File: config.mk
export PLATFORM = sky130hd
export DESIGN_NAME = pc_redirect_ctrl
export DESIGN_NICKNAME = d
export VERILOG_FILES = /design/src/rtl/pc_redirect_ctrl_pkg.sv /design/src/rtl/sat_counter.sv /design/src/rtl/pc_redirect_ctrl.sv
export SDC_FILE = /design/constraint.sdc
export NUM_CORES = 1
export LEC_CHECK = 0
export ABC_AREA = 1
export CAP_MARGIN = 30
export CORE_MARGIN = 1
export CORE_UTILIZATION = 54
export CTS_BUF_LIST = sky130_fd_sc_hd__clkbuf_8
export DETAILED_ROUTE_END_ITERATION = 16
export PLACE_DENSITY = 0.9
export SYNTH_ARGS = -nofsm -noshare
export SYNTH_HDL_FRONTEND = slang
export SYNTH_HIERARCHICAL = 1
export SYNTH_SLANG_ARGS = --single-unit
File: constraint.sdc
create_clock -name clk -period 3.6 [get_ports clk]
set_input_delay 0.9 -clock clk [delete_from_list [all_inputs] [get_ports clk]]
set_output_delay 0.9 -clock clk [all_outputs]
set_load 0.03 [all_outputs]
File: src/rtl/pc_redirect_ctrl_pkg.sv
// Shared types and defaults for the fetch-PC redirect controller.
// Holds the controller state encoding, width defaults and reset PC.
package pc_redirect_ctrl_pkg;

    typedef enum logic [1:0] {
        RUN   = 2'd0,
        PEND  = 2'd1,
        FAULT = 2'd2
    } state_t;

    localparam int          PC_W_DEF  = 9;
    localparam int          CNT_W_DEF = 16;
    localparam logic [31:0] RESET_PC  = 32'd0;

endpackage

File: src/rtl/sat_counter.sv
// Up-counter that sticks at all-ones instead of wrapping.
// Asynchronous active-high reset clears it to zero.
module sat_counter #(
    parameter int WIDTH = 16
) (
    input  logic             clk,
    input  logic             reset,
    input  logic             inc,
    output logic [WIDTH-1:0] count
);

    always_ff @(posedge clk or posedge reset) begin
        if (reset) begin
            count <= '0;
        end else if (inc && (count != '1)) begin
            count <= count + WIDTH'(1);
        end
    end

endmodule

File: src/rtl/pc_redirect_ctrl.sv
// Fetch PC sequencer: sequential fetch, execute-stage redirects,
// deferred redirects while imem is busy, and a sticky illegal-target trap.
module pc_redirect_ctrl
    import pc_redirect_ctrl_pkg::*;
#(
    parameter int PC_W  = PC_W_DEF,
    parameter int CNT_W = CNT_W_DEF
) (
    input  logic             clk,
    input  logic             reset,
    input  logic             PcSel,
    input  logic [31:0]      BrPC,
    input  logic             Stall,
    input  logic             ImemReady,
    output logic [PC_W-1:0]  Cur_PC,
    output logic             Flush_IF,
    output logic             Flush_ID,
    output logic             Fault,
    output logic [CNT_W-1:0] Redirect_Cnt
);

    state_t          state;
    state_t          state_nxt;
    logic [PC_W-1:0] pend_q;
    logic [PC_W-1:0] pend_nxt;
    logic [PC_W-1:0] pc_nxt;
    logic [PC_W-1:0] br_pc;
    logic            legal;
    logic            cnt_inc;
    logic            flush;

    assign br_pc = BrPC[PC_W-1:0];
    // Target must be word aligned and fit inside the PC space.
    assign legal = (BrPC[1:0] == 2'b00) && ((BrPC >> PC_W) == 32'd0);

    always_ff @(posedge clk or posedge reset) begin
        if (reset) begin
            state  <= RUN;
            Cur_PC <= PC_W'(RESET_PC);
            pend_q <= '0;
        end else begin
            state  <= state_nxt;
            Cur_PC <= pc_nxt;
            pend_q <= pend_nxt;
        end
    end

    always_comb begin
        state_nxt = state;
        unique case (state)
            RUN: begin
                if (PcSel) begin
                    if (!legal) begin
                        state_nxt = FAULT;
                    end else if (!ImemReady) begin
                        state_nxt = PEND;
                    end
                end
            end
            PEND: begin
                if (PcSel && !legal) begin
                    state_nxt = FAULT;
                end else if (ImemReady) begin
                    state_nxt = RUN;
                end
            end
            FAULT: state_nxt = FAULT;
            default: state_nxt = RUN;
        endcase
    end

    always_comb begin
        pc_nxt   = Cur_PC;
        pend_nxt = pend_q;
        flush    = (state != RUN) || PcSel;
        Fault    = (state == FAULT);
        cnt_inc  = PcSel && legal && (state != FAULT);
        unique case (state)
            RUN: begin
                if (PcSel) begin
                    if (legal && ImemReady) begin
                        pc_nxt = br_pc;
                    end else if (legal) begin
                        pend_nxt = br_pc;
                    end
                end else if (!Stall && ImemReady) begin
                    pc_nxt = Cur_PC + PC_W'(4);
                end
            end
            PEND: begin
                // A new request in the same cycle beats the stored one.
                if (PcSel) begin
                    if (legal && ImemReady) begin
                        pc_nxt = br_pc;
                    end else if (legal) begin
                        pend_nxt = br_pc;
                    end
                end else if (ImemReady) begin
                    pc_nxt = pend_q;
                end
            end
            default: begin
            end
        endcase
    end

    assign Flush_IF = flush;
    assign Flush_ID = flush;

    sat_counter #(
        .WIDTH(CNT_W)
    ) u_cnt (
        .clk  (clk),
        .reset(reset),
        .inc  (cnt_inc),
        .count(Redirect_Cnt)
    );

endmodule
Word-level counts from Yosys, hierarchy flattened
Index checks and enable logic that the tools add are counted.
- output and inout port bits: 28
- register bits: 36
- $add $sub $neg: 2
- multiplexer cells: 12
- reductions and logical operators: 19
- eq/ne operators: 9
- bitwise gates (word level): 1
- operators with widths (operator ; count):
    9-bit two-way mux ; 5
    32-bit logical NOT ; 1
    9-bit case mux with 2 select lines ; 1
    16-bit by 1-bit adder with 16-bit output, second input constant ; 1
    16-bit != test, second input constant ; 1
    3-bit != test, second input constant ; 4
    2-bit two-way mux ; 5
    9-bit by 3-bit adder with 9-bit output, second input constant ; 1
    1-bit logical AND ; 7
    2-bit case mux with 3 select lines ; 1
    3-bit AND reduction ; 2
    2-bit logical NOT ; 2
    2-bit != test, second input constant ; 2
    4-bit AND reduction ; 1
    2-bit nonzero test ; 2
    2-bit by 1-bit == test with 1-bit output, second input constant ; 1
    2-bit == test, second input constant ; 1
    1-bit logical NOT ; 2
    2-bit OR reduction ; 1
    1-bit logical OR ; 1
    1-bit inverter ; 1

Logic depth before layout (Yosys ltp)
Gate-level depths: netlist (run 1).
- word-level depth: 6
- depth in mapped cells: 13
- gate-level depth less buffers: 13

Modules after synthesis
The synthesis (run 1) kept the hierarchy.
- by module, submodules not included (module ; area each (sq um) ; seq. area each (sq um) ; instances ; cells an instance):
    pc_redirect_ctrl ; 1332.5 ; 500.5 ; 1 ; 189
    sat_counter ; 1069.8 ; 400.4 ; 1 ; 150

Worst setup path after synthesis (run 1)
Ideal clock, no wire load.
- path kind: input to output
- start point: input PcSel
- end point: output Flush_IF
- arrival: 1.584 ns
- path buffers: 2
- path slack: 1.116 ns
- cell stages on the path: 4
- cells stage by stage: buf_6 inv_4 nand2_1 buf_4
- cells in the longest elaborated chain, start to end: 1
- RTL lines (what ; line ; RTL):
    start, declared ; pc_redirect_ctrl.sv:11 ; input logic PcSel,
    1-bit logical OR ; pc_redirect_ctrl.sv:75 ; flush = (state != RUN) || PcSel;
    end, declared ; pc_redirect_ctrl.sv:16 ; output logic Flush_IF,
No other way between the ends.

Worst setup path in the final report (run 1)
Same ends and word-level chain as after synthesis.

==> results of run 1 <==
==> kinds of logic after synthesis <==
group / synth area share
xor gates and xnor gates: 0.01823
AOI/OAI and AO/OA: 0.1000
buffers and inverters: 0.1010
DFF: 0.3750
and+or+nand+nor: 0.3953
adders and majority gates: 0.01042
==> worst max-delay path by stage <==
stage,startpoint,endpoint,slack [ps],cells after the start
finish,PcSel,Flush_IF,310,4
global route,PcSel,Flush_IF,270,4
CTS,PcSel,Flush_IF,320,4
detailed placement,PcSel,Flush_IF,360,4
global placement,PcSel,Flush_IF,390,4
floorplan,PcSel,Flush_IF,1120,4
==> cells in the mapped netlist (all sizes together) <==
| library cell | number |
|---|---|
| nand3 | 25 |
| buf | 6 |
| a21oi | 7 |
| inv | 48 |
| xnor2 | 2 |
| nand4 | 12 |
| nand3b | 2 |
| ha | 2 |
| dfrtp | 36 |
| a32oi | 2 |
| o22ai | 2 |
| o21ai | 23 |
| a22oi | 1 |
| nor2 | 46 |
| nand2 | 119 |
| xor2 | 3 |
| nor3 | 3 |
==> final cells by class <==
type,count,area [µm²]
clock inverter,3,38.79
fill,338,983.4
tap,50,62.56
multi-input combinational,249,1259
sequential,36,900.9
clock buffer,5,68.82
timing repair buffer,65,648.1
inverter,48,182.7
==> worst register-to-register path: cells and delay by family (launching register included) <==
kind | cells | cell delay [ps]
buf+inv | 2 | 390
compound gates | 1 | 80
flops | 1 | 430
simple gates | 4 | 950
==> per-layer routing <==
layer,share of wire,wire (µm)
met5,0,0
met1,0.43,2504
met3,0.044,259
met4,0.015,91
met2,0.51,3031
==> state kept, by name (all words and copies together) (netlist names) <==
name / flops
u_cnt/count: 16
state: 2
Cur_PC: 9
pend_q: 9
==> through the flow <==
stage	worst slack [ps]	utilization	hold WS (ps)
after floorplan	1116	-	437.0
after global routing	267.6	0.7627	516.7
after global placement	389.3	0.7367	453.5
after detailed placement	362.2	0.7367	463.9
final	310.2	0.7627	481.1
after CTS	319.4	0.7627	484.9
==> report_power, final <==
group	total [mW]	internal [mW]	leakage, nW	switching (mW)
Combinational	0.138	0.0680	1.02	0.0696
Sequential	0.422	0.412	0.447	0.0101
Clock	0.355	0.203	0.0593	0.152
==> impl_metrics.json, run 1 <==
{
  "htreeDepth": 2,
  "grt_pass1_wl_um": 9970,
  "viasPerCell": 5.329,
  "rows": 23,
  "fp.coreArea_mm2": 0.004144,
  "use_met2": 0.5196,
  "grt_util_met1": 0.3344,
  "cp_common_cell": "clkdlybuf4s50_1",
  "route.detailed.drc": 0,
  "grt.met3_usage": 0.04605,
  "worst_slew_pin_slew_ps": 814.0,
  "drtIter0Drc": 116,
  "rr_worst_depth": 7,
  "clk_pin_slew_ps": 70,
  "layout-drive-gt1-share": 0.1158,
  "ys_warn_count": 6,
  "synth_area_mm2": 0.002402,
  "hpwl_um": 4445,
  "crit_path_cell_trace": "clkdlybuf4s50_1 > inv_4 > nand2_1 > clkdlybuf4s50_1",
  "dpl_cell_area_mm2": 0.003053,
  "synth_cells": 339,
  "antenna_found_initial": 0,
  "crit_arrival_ps": 2390,
  "dieArea_mm2": 0.004720,
  "power.total_mw": 0.9146,
  "cts_hold_buf": 0,
  "top_usage_layer": "met2",
  "synth_top_area_frac": 0.3750,
  "whs_path_depth": 2,
  "rrSetupSlack_ps": 1680,
  "relSlewSlack": 0.4568,
  "yosys.area.top_type": "dfrtp_1",
  "grt.total_usage": 0.2887,
  "cts_made_buffers": 5,
  "peakVddDrop_v": 0.0001877,
  "ant_nets": 0,
  "p_leak_nw": 1.527,
  "setup_viol": 0,
  "timing.final.crit_share": 0.9138,
  "diodes": 0,
  "wire_per_inst_um": 12.91,
  "ys_ff_latch": 36,
  "final_cell_mix": "nand2_1, clkdlybuf4s50_1, inv_1",
  "grt_overflow": 0,
  "ios": 65,
  "insertion_delay_ps": 300,
  "cts_tree": "yes",
  "power.density_mw_per_mm2": 289.4,
  "drt_first_pass_iters": 4,
  "cts_setup_buffers": 0,
  "ys_seq_area_frac": 0.3750,
  "dieHeight_um": 68.70,
  "timing.rr.start": "state[1]",
  "synth_nets": 378,
  "clock_skew_ps": 8.535,
  "layout.nets": 444,
  "crit_path_end_kind": "output port",
  "vias": 2430,
  "cts_resized": 0,
  "instances_no_fill": 456,
  "drv_slew": 0,
  "slowest_stage": "clkdlybuf4s50_1",
  "max_freq_mhz": 304.0,
  "grt_pass1_vias": 2277,
  "cts.sinks": 36,
  "path_buf_inv": 3,
  "portBuffers": 64,
  "die_w_um": 68.70,
  "grt_max_degree": 21,
  "yosys-top-cells-area": "dfrtp_1, nand2_1, inv_1",
  "ys_types": 28,
  "clockRootBuffer": "clkbuf_8",
  "critical-path-max-stage-delay_ps": 700,
  "start_kind": "primary input",
  "outcome": "complete, no violations",
  "final.setup.tns_ps": 0,
  "dp_cells": 448,
  "hold_viol": 0,
  "place.gp.congestion": 0.8402,
  "design_area_mm2": 0.003161,
  "hp-start": "Cur_PC[1]",
  "syn_avg_cell_area_um2": 7.086,
  "criticalPathCategory": "in2out",
  "critPathMaxFanout": 6,
  "min_to": "Cur_PC[1]",
  "clockBufferDepth": 2,
  "cp_top_family": "buffers and inverters",
  "wl_um": 5887,
  "worstPathRequired_ps": 2700,
  "rsz0062_at_grt": "false",
  "syn2layout_area_growth_pct": 31.56,
  "worstReg2RegEnd": "u_cnt/count[11]",
  "max_cap_viol_count": 0,
  "hp-class": "reg2reg",
  "final_common_cell": "nand2_1",
  "period_minus_slack_ps": 3290,
  "initial_core_util": 0.5797
}
Power figures use the tool's default switching activity.
==> inputs of run 2 (changes only) <==
Settings changed: CAP_MARGIN 30 to 40.
==> results of run 2 <==
The final DEF is identical to that of run 1; final timing and power are the same.
